===== config.mk =====
export PLATFORM = sky130hd
export DESIGN_NAME = iseq_arbiter_router
export DESIGN_NICKNAME = d
export VERILOG_FILES = /design/src/rtl/iseq_arbiter_router.sv
export SDC_FILE = /design/constraint.sdc
export NUM_CORES = 1
export LEC_CHECK = 0
export CAP_MARGIN = 30
export CORE_MARGIN = 2
export CORE_UTILIZATION = 45
export DETAILED_ROUTE_END_ITERATION = 10
export PLACE_DENSITY_LB_ADDON = 0.25
export RECOVER_POWER = 25
export SLEW_MARGIN = 40
export SYNTH_ARGS = -nofsm -noshare
export SYNTH_HDL_FRONTEND = slang
export SYNTH_SLANG_ARGS = --single-unit

===== constraint.sdc =====
create_clock -name clk -period 4.78 [get_ports clk]
set_clock_uncertainty 0.2 [all_clocks]
set_input_delay 1.434 -clock clk [delete_from_list [all_inputs] [get_ports clk]]
set_output_delay 1.434 -clock clk [all_outputs]
set_load 0.01 [all_outputs]

===== src/rtl/iseq_arbiter_router.sv =====
// iseq_arbiter_router
// Collects SoftMC instruction sequences from NUM_SRC requesters, grants one whole
// sequence at a time in round-robin order and stripes its words across NUM_FIFO
// dispatcher instruction FIFOs. process_iseq pulses once the END_ISEQ word of the
// granted sequence has been handled.
// Optional stall timeout: define ISEQ_TIMEOUT_EN to abort a sequence whose source
// stops delivering words for TIMEOUT_CYC cycles.
//
// state     | meaning
// ST_IDLE   | no sequence owned; a new source may be granted
// ST_LOCKED | granted source owns the FIFOs until its END_ISEQ word

`ifndef END_ISEQ
`define END_ISEQ 4'b0000
`endif

module iseq_arbiter_router #(
    parameter int                 NUM_SRC     = 2,
    parameter int                 NUM_FIFO    = 2,
    parameter int                 INSTR_W     = 32,
    parameter logic [NUM_SRC-1:0] DROP_END    = 2'b10,
    parameter int                 LEN_W       = 16,
    parameter int                 TIMEOUT_CYC = 1024,
    localparam int                SRC_W       = (NUM_SRC > 1) ? $clog2(NUM_SRC) : 1,
    localparam int                SEL_W       = (NUM_FIFO > 1) ? $clog2(NUM_FIFO) : 1
) (
    input  logic                       clk,
    input  logic                       rst_n,
    input  logic                       dispatcher_ready,
    input  logic [NUM_SRC-1:0]         src_en,
    output logic [NUM_SRC-1:0]         src_ack,
    input  logic [NUM_SRC*INSTR_W-1:0] src_instr,
    input  logic [NUM_FIFO-1:0]        fifo_full,
    output logic [NUM_FIFO-1:0]        fifo_en,
    output logic [INSTR_W-1:0]         fifo_data,
    output logic                       process_iseq,
    output logic [SRC_W-1:0]           iseq_src,
    output logic [LEN_W-1:0]           iseq_len,
    output logic                       iseq_abort
);

    if (NUM_SRC < 1 || NUM_SRC > 8 || NUM_FIFO < 1 || NUM_FIFO > 4 || TIMEOUT_CYC < 1) begin : g_param_check
        $error("iseq_arbiter_router: parameter out of range");
    end

    typedef enum logic {
        ST_IDLE   = 1'b0,
        ST_LOCKED = 1'b1
    } state_t;

    state_t             state_q;
    state_t             state_d;
    logic [SRC_W-1:0]   rr_q;
    logic [SEL_W-1:0]   sel_q;
    logic [SRC_W-1:0]   cand;
    logic [SRC_W-1:0]   gnt_idx;
    logic               gnt_found;
    logic [SRC_W-1:0]   cur_src;
    logic [INSTR_W-1:0] cur_instr;
    logic               is_end;
    logic               do_write;
    logic               lk_accept;
    logic               grant;
    logic               accept;
    logic               stall_tc;
    logic [NUM_SRC-1:0] ack;

    // round-robin search: first requester after the most recently granted source
    always_comb begin
        gnt_found = 1'b0;
        gnt_idx   = rr_q;
        cand      = rr_q;
        for (int i = 1; i <= NUM_SRC; i++) begin
            cand = SRC_W'((int'(rr_q) + i) % NUM_SRC);
            if (!gnt_found && src_en[cand]) begin
                gnt_found = 1'b1;
                gnt_idx   = cand;
            end
        end
    end

    // while idle the candidate is the round-robin winner, otherwise the owner
    assign cur_src   = (state_q == ST_IDLE) ? gnt_idx : iseq_src;
    assign cur_instr = src_instr[int'(cur_src)*INSTR_W +: INSTR_W];
    assign is_end    = (cur_instr[INSTR_W-1 -: 4] == `END_ISEQ);
    assign do_write  = ~(is_end & DROP_END[cur_src]);
    assign lk_accept = src_en[iseq_src] & ~fifo_full[sel_q];

    // next-state and handshake decode
    always_comb begin
        state_d = state_q;
        ack     = '0;
        grant   = 1'b0;
        accept  = 1'b0;
        case (state_q)
            ST_IDLE: begin
                // no grant while the previous completion pulse is still visible
                if (dispatcher_ready && !process_iseq && gnt_found) begin
                    grant        = 1'b1;
                    accept       = 1'b1;
                    ack[gnt_idx] = 1'b1;
                    if (!is_end) begin
                        state_d = ST_LOCKED;
                    end
                end
            end
            ST_LOCKED: begin
                ack[iseq_src] = ~fifo_full[sel_q];
                accept        = lk_accept;
                if ((lk_accept && is_end) || stall_tc) begin
                    state_d = ST_IDLE;
                end
            end
            default: state_d = ST_IDLE;
        endcase
    end

    // acks are forced low while reset is held so sources never see a stale handshake
    assign src_ack = ack & {NUM_SRC{rst_n}};

    // state register
    always_ff @(posedge clk or negedge rst_n) begin
        if (!rst_n) begin
            state_q <= ST_IDLE;
        end else begin
            state_q <= state_d;
        end
    end

    // write pipeline, stripe pointer, round-robin pointer and sequence bookkeeping
    always_ff @(posedge clk or negedge rst_n) begin
        if (!rst_n) begin
            rr_q         <= SRC_W'(NUM_SRC - 1);
            sel_q        <= '0;
            iseq_src     <= '0;
            iseq_len     <= '0;
            fifo_en      <= '0;
            fifo_data    <= '0;
            process_iseq <= 1'b0;
        end else begin
            fifo_en      <= '0;
            process_iseq <= accept & is_end;
            if (grant) begin
                rr_q     <= gnt_idx;
                iseq_src <= gnt_idx;
                iseq_len <= '0;
            end
            if (accept && do_write) begin
                fifo_en   <= NUM_FIFO'(1) << sel_q;
                fifo_data <= cur_instr;
                sel_q     <= (sel_q == SEL_W'(NUM_FIFO - 1)) ? '0 : sel_q + 1'b1;
                if (grant) begin
                    iseq_len <= LEN_W'(1);
                end else if (!(&iseq_len)) begin
                    iseq_len <= iseq_len + 1'b1;
                end
            end
            // every sequence, completed or aborted, restarts striping at FIFO 0
            if ((accept && is_end) || stall_tc) begin
                sel_q <= '0;
            end
        end
    end

`ifdef ISEQ_TIMEOUT_EN
    localparam int TMR_W = $clog2(TIMEOUT_CYC + 1);

    logic [TMR_W-1:0] stall_tmr_q;
    logic             abort_q;

    assign stall_tc = (state_q == ST_LOCKED) && !lk_accept && (stall_tmr_q == TMR_W'(1));

    // stall down-counter: reloads on every accepted word, expires at terminal count
    always_ff @(posedge clk or negedge rst_n) begin
        if (!rst_n) begin
            stall_tmr_q <= TMR_W'(TIMEOUT_CYC);
            abort_q     <= 1'b0;
        end else begin
            abort_q <= stall_tc;
            if (accept) begin
                stall_tmr_q <= TMR_W'(TIMEOUT_CYC);
            end else if (state_q == ST_LOCKED) begin
                stall_tmr_q <= stall_tmr_q - 1'b1;
            end
        end
    end

    assign iseq_abort = abort_q;
`else
    assign stall_tc   = 1'b0;
    assign iseq_abort = 1'b0;
`endif

endmodule


==> Word-level counts from Yosys, hierarchy flattened <==
Index checks and enable logic that the tools add are counted.
{ "op_classes": {"n_addsub": 4, "multipliers": 0, "div_mod_pow": 0, "n_lt_le_gt_ge": 8, "eq_ne": 0, "shifts": 2, "mux": 36, "bitwise": 8, "n_reduce_logical": 13} }
{ "ops": {"columns": ["operator", "count"], "rows": [
  ["16-bit two-way mux", 4],
  ["64-bit by 7-bit indexed part select with 32-bit output", 1],
  ["1-bit two-way mux", 25],
  ["16-bit by 1-bit adder with 16-bit output, second input constant", 1],
  ["16-bit AND reduction", 1],
  ["1-bit by 2-bit < comparator with 1-bit output, second input constant", 6],
  ["1-bit logical AND", 8],
  ["2-bit bitwise AND", 2],
  ["4-bit logical NOT", 1],
  ["2-bit two-way mux", 2],
  ["1-bit one-hot mux with 2 select lines", 2],
  ["2-bit one-hot mux with 2 select lines", 1],
  ["1-bit adder, second input constant", 3],
  ["1-bit bitwise AND", 3],
  ["1-bit NOT", 3],
  ["1-bit demux with 1-bit select", 2],
  ["1-bit >= comparator, second input constant", 2],
  ["1-bit logical NOT", 2],
  ["2-bit nonzero test", 1],
  ["1-bit by 1-bit left shift with 2-bit output, first input constant", 1]
]} }
{ "totals": {"regBits": 55, "latchBits": 0, "ram_bits": 0, "romBits": 0, "inputBits": 71, "output_inout_bits": 55, "wordCells": 79, "n_memories": 0} }

==> Logic depth before layout (Yosys ltp) <==
{ "logic_depth": {"word_depth": 15, "depth_mapped": 9, "depth_no_buf": 5} }

==> Least setup slack after synthesis <==
Ideal clock, no wire load.
{ "synth_timing": {"path_kind": "input-to-output", "startpoint": "in src_en[0]", "endpoint": "out src_ack[1]", "arrival_time_ns": 2.524, "required_time_ns": 3.146, "slack_ns": 0.622, "path_stages": 5, "path_buffers": 0, "cell_sequence": "nor2_1 or3b_2 nor2_1 a32oi_1 nor2b_1"} }
{ "synth_between": {"elab_chain_len": 13, "word_cells_on_any_way": 19, "cone_classes": "2 x order compare; 12 x mux; 1 x bitwise; 4 x reduce/logical"} }
{ "synth_lines": {"columns": ["element", "line_no", "text"], "rows": [
  ["start: declaration", "30", "input logic [NUM_SRC-1:0] src_en,"],
  ["1-bit two-way mux (not written as such) (2 in a row)", "75", "if (!gnt_found && src_en[cand]) begin"],
  ["1-bit two-way mux", "75", null],
  ["1-bit logical NOT", "75", null],
  ["1-bit logical AND", "75", null],
  ["1-bit two-way mux", "75", null],
  ["1-bit by 2-bit < comparator with 1-bit output (not written as such) / 1-bit >= comparator (equally long branches)", "101", "ack[gnt_idx] = 1'b1;"],
  ["1-bit logical AND (not written as such)", "101", null],
  ["1-bit two-way mux (not written as such)", "101", null],
  ["1-bit demux with 1-bit select", "101", null],
  ["2-bit two-way mux *", "98", "if (dispatcher_ready && !process_iseq && gnt_found) begin"],
  ["2-bit one-hot mux with 2 select lines *", "95", "case (state_q)"],
  ["2-bit bitwise AND *", "119", "assign src_ack = ack & {NUM_SRC{rst_n}};"],
  ["end: declaration", "31", "output logic [NUM_SRC-1:0] src_ack,"]
]} }
Every way passes the cells marked *; elsewhere a longest branch is shown, timed or not. The select of a mux whose other input is x is not followed.

==> Worst setup path in the final report <==
Ends and elaborated chain as after synthesis.

==> flow_metrics.env <==
export IMPL_cts_buffer_depth=2
export IMPL_p_per_area_nw_per_um2=496
export IMPL_slowest_stage="clkdlybuf4s50_1"
export IMPL_cp_arrival_ns=3.03
export IMPL_hpwl_um=5330
export IMPL_syn_inst=294
export IMPL_syn_area_um2=2860
export IMPL_rsz0062_at_grt="false"
export IMPL_grtUsageTotal_pct=20.5
export IMPL_post_drt_wl_per_cell_um=14.2
export IMPL_grt_pass1_wl_um=11800
export IMPL_async_flop_share_pct=100
export IMPL_clkLatencyLatePin_ns=0.31
export IMPL_placedCellCount=488
export IMPL_synth_edf_count=0
export IMPL_worstPathMaxFanout=2
export IMPL_ys_flop_type="dfrtp_1"
export IMPL_worst_pin_slew_ns=1.37
export IMPL_htree_levels=2
export IMPL_switching_share_pct=35.6
export IMPL_slew_headroom_pct=8.83
export IMPL_cts_setup_buffers=0
export IMPL_crit_chain="clkdlybuf4s50_1, nor2_1, or3b_2, nor2_2, a32oi_1, nor2b_1, dlygate4sd2_1"
export IMPL_gr_total_overflow=0
export IMPL_hold_class="reg2reg"
export IMPL_final_period_utilization_pct=97.6
export IMPL_synthTopCellsByArea="dfrtp_1, mux2i_1, o21ai_0"
export IMPL_avgSynthCellArea_um2=9.74
export IMPL_layout_drive_gt1_share_pct=7.88
export IMPL_irDropWorstVdd_mv=0.249
export IMPL_timing_final_ws_setup_ns=0.113
export IMPL_fin_util_pct=69.3
export IMPL_via_count=2609
export IMPL_row_count=29
export IMPL_die_x_um=83.8
export IMPL_io_buffers=124
export IMPL_ys_warn_count=0
export IMPL_die_area_um2=7020
export IMPL_coreArea_um2=6240
export IMPL_gp_congestion=0.770
export IMPL_start_util_pct=45.9
export IMPL_cts_sinks=55
export IMPL_drt_pass1_iterations=4
export IMPL_synth_largest_area_cell="dfrtp_1"
export IMPL_critical_path_max_stage_delay_ns=0.48
export IMPL_fin_cells=496
export IMPL_p_sw_uw=763
export IMPL_die_h_um=83.8
export IMPL_cp_start_kind="input port"
export IMPL_cp_end_kind="output pin"
export IMPL_drt_iter0_drc=131
export IMPL_grt_max_degree=56
export IMPL_syn_num_nets=366
export IMPL_viasPerCell=5.26
export IMPL_critPathKind="in2out"
export IMPL_pwr_share_comb_pct=48.9
export IMPL_grt_pass1_vias=2539
export IMPL_placedInstanceArea_um2=4210
export IMPL_hold_viol=0
export IMPL_cts_tree="built"
export IMPL_antenna_cells=0
export IMPL_ant_nets=0
export IMPL_finalSetupViolations=0
export IMPL_ys_ff_latch=55
export IMPL_final_area_um2=4330
export IMPL_leakagePower_nw=1.85
export IMPL_power_frac_clock_pct=15.0
export IMPL_netlist_top_cells_count="dfrtp_1, nand2_1, mux2i_1"
export IMPL_synthToLayoutAreaGrowth_pct=51.1
export IMPL_clk_pin_slew_ns=0.10
export IMPL_internal_power_mw=1.38
export IMPL_status="finished, final reports clean"
export IMPL_final_max_slew_viol_count=0
export IMPL_required_ns=3.15
export IMPL_pre_cts_ws_ns=-0.195
export IMPL_ys_seq_area_share_pct=48.1
export IMPL_synth_top_cell_area_share_pct=47.2
export IMPL_antenna_found_initial=0
export IMPL_seqPwrFrac_pct=36.1
export IMPL_fmax_mhz=214
export IMPL_cts_buffers=5
export IMPL_io_pins=126
export IMPL_nNetsFinal=490
export IMPL_yosysMostFrequentCell="dfrtp_1"
export IMPL_synth_cell_type_count=43
export IMPL_drcViolationCount=0
export IMPL_wirelength_um=7040
export IMPL_clockRootBuffer="clkbuf_8"
export IMPL_max_cap_violations=0
export IMPL_final_min_clock_period_ns=4.67
==> final cells by class <==
cell class	count	area [um^2]
fill	515	1910
multi-input combinational	218	1400
sequential	55	1380
timing repair buffer	137	1330
tap	77	96.3
clock buffer	6	82.6
clock inverter	2	35.0
inverter	1	3.75
==> logic make-up (layout without fill, tap and decap cells) <==
logic type,after synthesis,in the layout,share of synthesized area [%]
AO/OA/AOI/OAI,70,70,14.6
adder cells (fa/ha/maj),1,1,0.437
buffers and inverters,21,146,3.93
flip-flops,55,55,48.1
multiplexers,39,39,13.7
other,1,1,0.131
AND/OR/NAND/NOR,107,107,19.1
==> cells in the final DEF, fill, tap and decap left out, drive strengths merged, types with 3 or more instances in the layout <==
master and n:
clkdlybuf4s50 121, dfrtp 54, nand2 46, mux2i 38, o21ai 36, a21oi 13
buf 12, nor2 11, or4 10, o31ai 9, clkbuf 8, nand3 6
nand4 5, nor2b 4, nand2b 4, and3 4, and2 3, or2 3
nor3 3
==> flip-flops by register name, indices dropped and copies added, names as in the netlist <==
| register | cells |
|---|---|
| fifo_en | 2 |
| iseq_src | 1 |
| fifo_data | 32 |
| rr_q | 1 |
| iseq_len | 16 |
| process_iseq | 1 |
| sel_q | 1 |
| state_q | 1 |
==> stage by stage <==
stage | power (mW) | TNS, ns | hold slack [ns]
finish | 2.14 | 0 | 0.285
global route | 2.31 | 0 | 0.313
CTS | 2.17 | 0 | 0.291
detailed placement | 1.85 | -0.319 | 0.269
global placement | 1.82 | -0.223 | 0.259
floorplan | 1.31 | 0 | 0.278
==> worst paths after layout <==
check                         startpoint             to  slack, ns  depth (start not counted)
hold / removal             fifo_data[10]  fifo_data[10]       0.29                          2
setup reg to reg                 state_q   iseq_len[11]       2.21                          6
max in group asynchronous          rst_n  fifo_data[21]       2.13                          2
min in group asynchronous          rst_n    iseq_len[6]       1.41                          2
hold reg to reg            fifo_data[10]  fifo_data[10]       0.29                          2
setup / recovery               src_en[0]     src_ack[1]       0.11                          7
==> critical path: cells and delay by family <==
family | cells | cell delay (ns)
buf+inv | 2 | 0.75
compound gates | 1 | 0.07
simple gates | 4 | 0.78
==> power by group through the flow <==
stage	clock network, mW	logic [mW]	registers, mW
floorplan	0	0.464	0.842
global placement	0	1.04	0.772
detailed placement	0	1.06	0.784
CTS	0.329	1.06	0.777
global route	0.343	1.16	0.806
finish	0.322	1.05	0.775
==> what timing repair did <==
item | in CTS | in global routing
hold buffers | 0 | 0
endpoints found under the setup margin | 2 | 0
hold endpoints to repair | 0 | 0
gates resized for setup | 4 | 0
==> metal layers <==
metal / GRT usage, % / part of all wire, % / routed length [um]
met3: 6.73 / 7.4 / 522
met1: 24.9 / 42 / 2940
met4: 5.87 / 1.1 / 76
met2: 34.8 / 50 / 3500
met5: 0 / 0 / 0
Note: power is estimated with default switching activity, not from simulation.
